[config.mk]
export PLATFORM = sky130hd
export DESIGN_NAME = pipelined_shifter
export DESIGN_NICKNAME = d
export VERILOG_FILES = /design/src/rtl/pipelined_shifter.sv
export SDC_FILE = /design/constraint.sdc
export NUM_CORES = 1
export LEC_CHECK = 0
export ABC_AREA = 1
export BUFFER_PORTS_ARGS = -buffer_cell sky130_fd_sc_hd__buf_2
export CAP_MARGIN = 25
export CORE_MARGIN = 4
export CORE_UTILIZATION = 35
export CTS_CLUSTER_DIAMETER = 40
export DETAILED_ROUTE_END_ITERATION = 8
export GPL_TIMING_DRIVEN = 0
export PLACE_DENSITY_LB_ADDON = 0.1
export SYNTH_ARGS = -nofsm -noshare
export SYNTH_HDL_FRONTEND = slang
export SYNTH_SLANG_ARGS = --single-unit
[constraint.sdc]
create_clock -name clk -period 1.3 [get_ports clk]
set_input_delay 0.26 -clock clk [delete_from_list [all_inputs] [get_ports clk]]
set_output_delay 0.26 -clock clk [all_outputs]
set_load 0.01 [all_outputs]
[src/rtl/pipelined_shifter.sv]
// Pipelined barrel shifter: one register stage per log2 shift level.
// SLL/SRL/SRA/ROR with a sideband tag and a whole-pipeline stall.
module pipelined_shifter #(
  parameter int WIDTH   = 64,
  parameter int SHAMT_W = $clog2(WIDTH),
  parameter int TAG_W   = 5
) (
  input  logic               clk,
  input  logic               reset,
  input  logic               in_valid,
  output logic               in_ready,
  input  logic [WIDTH-1:0]   in_data,
  input  logic [SHAMT_W-1:0] in_shamt,
  input  logic [1:0]         in_op,
  input  logic [TAG_W-1:0]   in_tag,
  output logic               out_valid,
  input  logic               out_ready,
  output logic [WIDTH-1:0]   out_data,
  output logic [TAG_W-1:0]   out_tag,
  output logic               out_zero
);

  localparam int L = SHAMT_W;

  localparam logic [1:0] OP_SLL = 2'b00;
  localparam logic [1:0] OP_SRL = 2'b01;
  localparam logic [1:0] OP_SRA = 2'b10;

  if (WIDTH < 8 || (WIDTH & (WIDTH - 1)) != 0
      || SHAMT_W != $clog2(WIDTH)) begin : g_bad_param
    $error("pipelined_shifter: bad WIDTH/SHAMT_W");
  end

  // Index k is the input of level k; index L is the last register.
  logic [L:0]                 vld_c;
  logic [L:0][WIDTH-1:0]      data_c;
  logic [L:0][1:0]            op_c;
  logic [L:0][SHAMT_W-1:0]    shamt_c;
  logic [L:0][TAG_W-1:0]      tag_c;
  logic                       advance;
  logic                       unused_tail;

  assign advance  = out_ready | ~vld_c[L];
  assign in_ready = advance;

  assign vld_c[0]   = in_valid;
  assign data_c[0]  = in_data;
  assign op_c[0]    = in_op;
  assign shamt_c[0] = in_shamt;
  assign tag_c[0]   = in_tag;

  for (genvar k = 0; k < L; k++) begin : g_lvl
    localparam int AMT = 1 << k;

    logic [WIDTH-1:0]   shf;
    logic               vld_q, vld_d;
    logic [WIDTH-1:0]   data_q, data_d;
    logic [1:0]         op_q, op_d;
    logic [SHAMT_W-1:0] shamt_q, shamt_d;
    logic [TAG_W-1:0]   tag_q, tag_d;

    // SRA keeps the MSB at every level, so it is the original sign.
    always_comb begin
      shf = data_c[k];
      if (shamt_c[k][k]) begin
        case (op_c[k])
          OP_SLL:
            shf = {data_c[k][WIDTH-AMT-1:0], {AMT{1'b0}}};
          OP_SRL:
            shf = {{AMT{1'b0}}, data_c[k][WIDTH-1:AMT]};
          OP_SRA:
            shf = {{AMT{data_c[k][WIDTH-1]}},
                   data_c[k][WIDTH-1:AMT]};
          default:
            shf = {data_c[k][AMT-1:0],
                   data_c[k][WIDTH-1:AMT]};
        endcase
      end
    end

    always_comb begin
      vld_d   = vld_q;
      data_d  = data_q;
      op_d    = op_q;
      shamt_d = shamt_q;
      tag_d   = tag_q;
      if (advance) begin
        vld_d   = vld_c[k];
        data_d  = shf;
        op_d    = op_c[k];
        shamt_d = shamt_c[k];
        tag_d   = tag_c[k];
      end
    end

    always_ff @(posedge clk) begin
      if (reset) begin
        vld_q   <= 1'b0;
        data_q  <= '0;
        op_q    <= '0;
        shamt_q <= '0;
        tag_q   <= '0;
      end else begin
        vld_q   <= vld_d;
        data_q  <= data_d;
        op_q    <= op_d;
        shamt_q <= shamt_d;
        tag_q   <= tag_d;
      end
    end

    assign vld_c[k+1]   = vld_q;
    assign data_c[k+1]  = data_q;
    assign op_c[k+1]    = op_q;
    assign shamt_c[k+1] = shamt_q;
    assign tag_c[k+1]   = tag_q;
  end

  assign unused_tail = ^{op_c[L], shamt_c[L]};

  assign out_valid = vld_c[L];
  assign out_data  = data_c[L];
  assign out_tag   = tag_c[L];
  assign out_zero  = ~|data_c[L];

endmodule

=== After elaboration in Yosys (flattened, before gate mapping) ===
Cells that the tools add are included.

* Equality and inequality tests: 12
* Mux-type cells: 12
* Bitwise logic cells: 2
* Reductions and logical operators: 8

{| class="wikitable"
|+ Operators by type and width
! cell !! number
|-
| $pmux W64 S3 || 6
|-
| $mux W64 || 6
|-
| $reduce_or A64 Y1 || 1
|-
| $eq A2 B1 Y1 const B || 6
|-
| $eq A2 B2 Y1 const B || 6
|-
| $logic_not A2 Y1 || 6
|-
| $logic_not A1 Y1 || 1
|-
| $not A1 Y1 || 1
|-
| $or A1 B1 Y1 || 1
|}

* Register bits: 460
* Input bits: 81
* Logic and storage cells: 62

=== Logic depth before layout (Yosys ltp) ===
Gate-level depths: netlist (run 1).

* Depth after elaboration: 3
* Gate-level depth with buffers: 8

=== Worst setup path after synthesis (run 1) ===
No wires, ideal clock.

* Path type: register to output
* Start: register g_lvl[5].vld_q, in the netlist out_valid
* End: output port in_ready
* Arrival time: 1094 ps
* Data required time: 1040 ps
* Path slack: -54 ps
* Stages on the path, launching flop included: 7
* Buffers on the path: 3
* Path through: dfxtp_1 -> inv_1 -> nor2_4 -> inv_4 -> buf_6 -> buf_6 -> buf_2

* Longest elaborated chain between the ends: 2

{| class="wikitable"
|+ Ends and longest elaborated chain
! what !! RTL line !! RTL
|-
| start: declaration || 56 || <nowiki>logic vld_q, vld_d;</nowiki>
|-
| start signal: assignment || 104 || <nowiki>vld_q <= vld_d;</nowiki>
|-
| $not A1 Y1 || 43 || <nowiki>assign advance = out_ready | ~vld_c[L];</nowiki>
|-
| $or A1 B1 Y1 || 43 ||
|-
| end: declaration || 11 || <nowiki>output logic in_ready,</nowiki>
|}

Every way passes these cells.

=== Worst setup path after layout (run 1) ===
Same ends and word-level chain as after synthesis.

==> results of run 1 <==
## per-layer routing
metal	GRT usage [%]	part of all wire (%)	vias up
met5	0	0.013	-
met4	10.3	4.0	2
met3	4.02	5.9	210
met2	40.8	45	789
met1	36.6	46	11900
li1	-	-	12500
## cell families after synthesis
family | Yosys count | synth area share, %
AO/OA/AOI/OAI | 1486 | 34.7
buffers and inverters | 879 | 14.8
flip-flops | 445 | 37.9
AND/OR/NAND/NOR | 765 | 12.7
## power breakdown
group | internal, mW | total [mW] | switching, mW | leakage, nW
clock | 16.3 | 24.4 | 8.07 | 1.53
sequential | 14.4 | 15.3 | 0.901 | 3.64
combinational | 1.78 | 4.86 | 3.08 | 7.95
total | 32.5 | 44.6 | 12.1 | 13.1
## layout by cell type, fill, tap and decap left out, drive strengths merged
master       netlist  final
o211ai           258    258
clkinv             3     26
nor2             165    165
clkinvlp           0     10
nand2            554    554
bufinv             0     18
a21oi            399    399
nand4              4      4
dfxtp            445    445
diode              0      4
nand3             35     35
clkbuf           199    272
and2               5      5
buf              103    311
or2                2      2
o21ai            801    801
o21bai            28     28
dlygate4sd3        0     76
inv              574    581
## final timing paths
kind	startpoint	depth (start not counted)	slack, ps	to
min	in_op[0]	3	40	g_lvl[0].op_q[0]
min reg2reg	g_lvl[4].vld_q	2	470	out_valid
max	out_valid	7	-720	in_ready
max reg2reg	out_valid	9	-320	g_lvl[0].data_q[37]
## worst register-to-register path, delay by kind of cell, from the launching register on
kind                   cells  cell delay (ps)
AOI/OAI and AO/OA          2              270
DFF                        1              340
buffers and inverters      6              710
and+or+nand+nor            1              170
## state kept, by name, summed over array words and instances, names as in the netlist
register,cells
g_lvl.op_q,10
g_lvl.shamt_q,15
out_data,64
g_lvl.data_q,320
out_tag,5
g_lvl.tag_q,25
out_valid,1
g_lvl.vld_q,5
## cell type report
class                           count  area, µm²
Antenna cell                        4       10.0
Buffer                            300       1990
Clock buffer                      101       2290
Clock inverter                     58        898
Fill cell                        6905      35300
Inverter                          577       2170
Multi-Input combinational cell   2251      11700
Sequential cell                   445       8930
Tap cell                          864       1080
Timing Repair Buffer              258       1890
## stage by stage
| stage | hold WS (ps) | utilization [%] | std cells | power (mW) | TNS (ps) |
|---|---|---|---|---|---|
| finish | 41.5 | 46.7 | 4858 | 44.6 | -99540 |
| global route | 49.8 | 46.7 | 4855 | 46.2 | -127290 |
| CTS | 8.09 | 45.0 | 4838 | 44.5 | -138510 |
| detailed placement | 451 | 38.3 | 4590 | 19.8 | -233300 |
| global placement | 455 | 38.3 | 4590 | 19.8 | -233620 |
| floorplan | 322 | - | 3575 | 18.0 | -0.687 |
## what timing repair did
action | CTS | global route
pin swaps | 9 | 26
hold endpoints to repair | 76 | 0
gates resized for setup | 197 | 515
setup endpoints to repair | 517 | 517
hold buffers | 76 | 0
buffers inserted | 12 | 15
cloned | 1 | 3
==> results.txt, run 1 <==
- Counting stages on the worst path, the most repeated cell is sky130_fd_sc_hd__buf_12.
- Of the cells placed in the final design, the portion with a size suffix greater than 1 is 17.2%.
- Delay of the slowest cell on the worst path: about 340 ps
- Total global routing overflow: 0
* Signed area change from the synthesized netlist to the final layout: 31.5%
- Remaining antenna violation count: 0
- For this run, the detailed router's first-pass iteration total came to 5.
- The worst path uses 155% of the clock period.
- The floorplan step set the die height to between 200 and 300 µm.
- Pin slew with the least headroom to its limit: about 750 ps
- After detailed routing, the total wire length is 96300 µm.
* Slowest library cell on the worst path: sky130_fd_sc_hd__dfxtp_2
* Number of buffer and inverter stages on the critical path: 6
* Number of levels in the clock H-tree: 3
- Post-place setup slack: -970 ps
- Fin crit period: 2020 ps
- Data on the critical path is required at its endpoint by about 1000 ps.
- Number of synthesized register bits: between 400 and 500
- Total power per unit cell area: about 1400 nW/µm²
* Final Hold Viols: 0
- Initial Util: 35.5%
- The later pin in the worst-skew pair is clocked with a latency of roughly 640 ps.
- Endpoints failing setup: 517
- The run finished, with violations left.
* Maximum clock insertion buffer count: 3
* List of cells traversed by the critical path: inv_2, nor2_4, inv_6, buf_12, buf_12, buf_12, buf_6
- In this run the tool buffered the top-level ports with roughly 150 buffer cells.
- Kind of critical path: reg2out
- Top cell type's share of synthesized area: a little under two fifths
- Async set-or-reset flop fraction in the synthesized netlist: 0%
- Between clock sinks in the finished design, the worst skew comes to between 40 and 50 ps.
* Most instantiated flip-flop cell in the synthesis netlist: sky130_fd_sc_hd__dfxtp_1
- Number of buffers created by CTS: 86
- In the post-synthesis netlist, the biggest area contributors are sky130_fd_sc_hd__dfxtp_1 38%, sky130_fd_sc_hd__o21ai_0 17%, sky130_fd_sc_hd__inv_1 9.1%.
- The cell family contributing the most delay on the critical path is buffers and inverters.
- Static Leakage: ~13 nW
- In the routed layout, each cell is associated on average with a via count of around 5.2.
* Chip width: 267 µm
- CTS clock-pin slew for the worst setup and hold paths: ~60 ps
- Dividing the detail-routed wire length by the instance count gives approximately 20 µm.
* Vias in the first global route: ~25000
* Total number of placement rows: 94
- The worst hold path belongs to the class in2reg.
- Library cell with the largest summed area after synthesis: sky130_fd_sc_hd__dfxtp_1
- Ys Warns: 0
- For the worst setup path, the data arrival time is about 1800 ps.
* Area after DPL: around 25000 µm²
- Routability-driven placement finished with a final weighted congestion of 0.955.
- Pins Over Slew Limit: 0
* Share of synthesized area occupied by flip-flops and latches: about 38%
- Counting distinct cell types in the post-synthesis netlist gives 24.
- The most common cell in the synthesized netlist is sky130_fd_sc_hd__o21ai_0.
- Top post-synthesis cells by count: 800 x sky130_fd_sc_hd__o21ai_0, 573 x sky130_fd_sc_hd__inv_1, 554 x sky130_fd_sc_hd__nand2_1
* Core area: between 60000 and 70000 µm²
- Across the VDD grid, the largest voltage drop is between 0.9 and 1 mV.
* Global-route usage over all layers: a little over a quarter
- Setup slack on the critical path of the routed design comes to -721 ps.
- Post-Synthesis Mean Instance Area: 6.58 µm²
- In this run the clock root is driven by a sky130_fd_sc_hd__clkbuf_16.
- Of all nets on the critical path, the largest fanout is 3.
- Violations in the final reports: setup timing
* Starting DRC count in detailed routing: about 2000
* Combined area of all synthesized cells: 23500 µm²
- Critical path capture point type: primary output
- RSZ-0062 raised after global routing: true
* Post-synth EDFFs: 0
- Final net count: 4000
- Worst slew margin relative to its limit: between 40% and 50%
- Total number of vias: 25400
- For this design, the sink count on the clock tree is 445.
- For this run, design rule violations remaining after detail routing come to 0.
- Counting every net in the synthesized netlist gives around 3700.
- For this design the top-level I/O count stands at approximately 150.
* Final instance area: 30900 µm²
* Gate count of the mapped netlist: 3575
* Max Cap Viol: 0
* Maximum number of pins on one net before global-route repair: 13
- Timing would allow up to approximately 490 MHz.
- The die covers between 70000 and 80000 µm².
* Initial antenna violation count: 3
- After legalization and detailed placement, the total HPWL measured between 70000 and 80000 µm.
* Critical path startpoint category: flip-flop
- TritonCTS built the clock tree.
- Global-route wire length before repair: around 150000 µm
No activity file was read; power rests on OpenSTA's default activity.
==> run 2, diff against run 1 <==
SKIP_LAST_GASP = 1   (was unset)
==> run 2 against run 1 <==
The flow still finishes with violations (setup timing). Final area down 3.2%. Final cell count down 0.33%. Total power down 0.57%. First-iteration DRC count up 13%. Critical endpoint unchanged. Largest cell class unchanged.
==> results.txt, run 2 (same netlist as run 1, synthesis figures left out) <==
- Post-place setup slack: -970 ps
* Signed area change from the synthesized netlist to the final layout: 27.3%
- The die is 267 µm tall.
- Critical path capture point type: primary output
- Setup slack on the worst reg-to-reg path comes out at -560 ps.
* Initial antenna violation count: 2
- Global routing used 26.2% of the available tracks across all layers.
- Clk root buf: sky130_fd_sc_hd__clkbuf_16
* Commonest non-fill, non-tap cell in the layout: sky130_fd_sc_hd__o21ai_0
- Min-Delay Path Class: in2reg
- For hold timing, the worst endpoint is g_lvl[0].data_q[61].
- Core area: approximately 66000 µm²
- Achievable Freq: approximately 500 MHz
- Broken down by cell family, the worst path's largest delay share belongs to buffers and inverters.
- After layout, the worst setup slack is -733 ps.
- Final Hold Viols: 0
* R2R Path Start: out_valid
- For this run, global-route usage on met1 was measured as between 30% and 40%.
* Capture point of the worst reg-to-reg path: g_lvl[2].data_q[28]
* Die area: about 70000 µm²
- For this run, global-route usage on met2 was measured as around 40%.
- After filler insertion, the fill cell instance count of the layout stands at roughly 7000.
* DRC: 0
- Port Buffers: approximately 150
* Maximum clock insertion buffer count: 3
- Walking the worst path, the cells encountered are inv_2, nor2_4, inv_6, buf_12, buf_12, buf_12, buf_6.
- Flip-flop count of the largest register after layout: 320
- Delay of the slowest cell on the worst path: ~340 ps
- Total wirelength of the detailed-routed design: roughly 95000 µm
- Pin slew with the least headroom to its limit: roughly 750 ps
* Worst setup skew after layout: 40.9 ps
- Leading cell types in the layout, fill and taps excluded: 752 x sky130_fd_sc_hd__o21ai_0, 568 x sky130_fd_sc_hd__inv_1, 552 x sky130_fd_sc_hd__nand2_1
- Final net count: between 3000 and 4000
* Clock insertion delay at the later pin of the skew report: approximately 640 ps
- Across the run, the number of max-cap violations was 0.
- Global-route wire length before repair: 146000 µm
- Remaining antenna violation count: 0
- around 150 I/O pins were placed.
- Worst slew margin relative to its limit: between 40% and 50%
- Total global routing overflow: 0
* Depth of the worst hold-timing path: 3
- CP max FO: 3
- Area after DPL: between 20000 and 30000 µm²
- Initial Util: a little over a third
* Starting DRC count in detailed routing: around 2200
- The via count of the first global-routing pass came to roughly 25000.
- Total number of vias: approximately 25000
* Period utilisation layout: 156%
* Total number of placement rows: 94
- Data required time of the critical path: 1040 ps
- Pins Over Slew Limit: 0
- GR peak layer: met2
- Setup repair after global routing could not meet its margin everywhere.
- Counting stages on the worst path, the most repeated cell is sky130_fd_sc_hd__buf_12.
* Fraction of final layout cells with drive strength greater than 1: about an eighth
* Number of buffer and inverter stages on the critical path: 6
- Detailed placement HPWL: between 70000 and 80000 µm
- For the worst flop-to-flop path, the logic depth is 9.
* Chip width: approximately 270 µm
* Peak supply drop: around 0.96 mV
- Routed len/inst: 19.7 µm
- Entering global routing, the biggest net connects 13 pins.
* Slowest library cell on the worst path: sky130_fd_sc_hd__dfxtp_2
- For met3 alone, demand over resource in global routing was 4.01%.
- Run status: finished, violations left
- At the end of routability-driven placement, the weighted congestion stood at ~0.96.
- CTS clock-pin slew for the worst setup and hold paths: about 60 ps
- Clock tree synthesis found a total of approximately 450 sinks.
* Critical path arrival: between 1500 and 2000 ps
- Critical path startpoint category: flip-flop
- Number of optimization iterations in the first detailed-route pass: 6
- The worst hold path begins at in_data[62].
- Counting flops per register, the top entry is g_lvl.data_q.
- The finished cells cover between 20000 and 30000 µm².
- Dividing total power by cell area gives a power density of about 1500 nW/µm².
- Violations in the final reports: setup timing
* Final total negative setup slack: -154010 ps
- Counting I/O delays and the setup requirement, the final critical path takes 2030 ps.
* Kind of critical path: reg2out
- After detailed routing, the number of vias per cell comes to between 5 and 6.
* Clock tree from TritonCTS: done
- Number of buffers created by CTS: 86
* Endpoints failing setup: between 500 and 600
* Number of levels in the clock H-tree: 3
- Summed over all cells, the static leakage comes to around 13 nW.
-- run 2: changes by cell type in the layout (fill, tap and decap cells not counted), moves of 22 or more --
cell                       change
sky130_fd_sc_hd__o21ai_0     +132
sky130_fd_sc_hd__buf_6        -22
sky130_fd_sc_hd__a21oi_2      -44
sky130_fd_sc_hd__a21oi_1      +43
sky130_fd_sc_hd__o21ai_2      -46
sky130_fd_sc_hd__clkbuf_1     +47
sky130_fd_sc_hd__o21ai_1      -82
-- run 2: stage by stage --
stage                     instances  total power [mW]  hold WS [ps]  util (%)
after floorplan                3575              18.0           322         -
after global placement         4590              19.8           455      38.3
after detailed placement       4590              19.8           451      38.3
after CTS                      4838              44.5          10.6      44.9
after global routing           4840              45.9          47.5      45.2
final                          4842              44.3          47.0      45.2
-- run 2: tightest hold or removal path, stage by stage --
cell and delay [ps]:
sky130_fd_sc_hd__buf_2 150, sky130_fd_sc_hd__o211ai_1 110, sky130_fd_sc_hd__a21oi_1 120
-- run 2: cell type report --
type	instances	area (µm²)	area share [%]
multi-input combinational	2251	11300	37.7
buffer	302	1610	5.38
inverter	577	2170	7.26
antenna	2	5.00	0.0167
sequential	445	8920	29.8
clock inverter	58	898	3.00
tap	864	1080	3.61
clock buffer	101	2290	7.65
timing repair buffer	242	1670	5.59
-- run 2: worst max-delay path by stage --
stage / startpoint / to / slack, ps / cells after the start
after CTS: out_valid / in_ready / -710 / 7
after detailed placement: reset / g_lvl[2].shamt_q[3] / -970 / 7
final: out_valid / in_ready / -730 / 7
after global placement: reset / g_lvl[2].shamt_q[3] / -960 / 7
after global routing: out_valid / in_ready / -760 / 7
after floorplan: out_valid / in_ready / -0.7 / 6
-- run 2: report_power, final --
group          leakage, nW  switching, mW  total [mW]  internal [mW]
Clock                 1.53           8.06        24.4           16.3
Combinational         7.46           2.99        4.65           1.66
Sequential            3.64          0.874        15.3           14.4
Total                 12.6           11.9        44.3           32.4
-- run 2: timing repair --
action / 4_1_cts / 5_1_grt
gates resized for setup: 120 / 134
hold endpoints to repair: 76 / 0
hold buffers: 76 / 0
setup buffers: 12 / 2
pin swaps: 9 / 9
endpoints found under the setup margin: 517 / 517
cloned: 1 / 0
-- run 2: layer usage --
layer,up-vias,wire [µm]
li1,12500,-
met1,11800,43800
met3,201,5770
met5,-,0
met4,0,3950
met2,780,42000
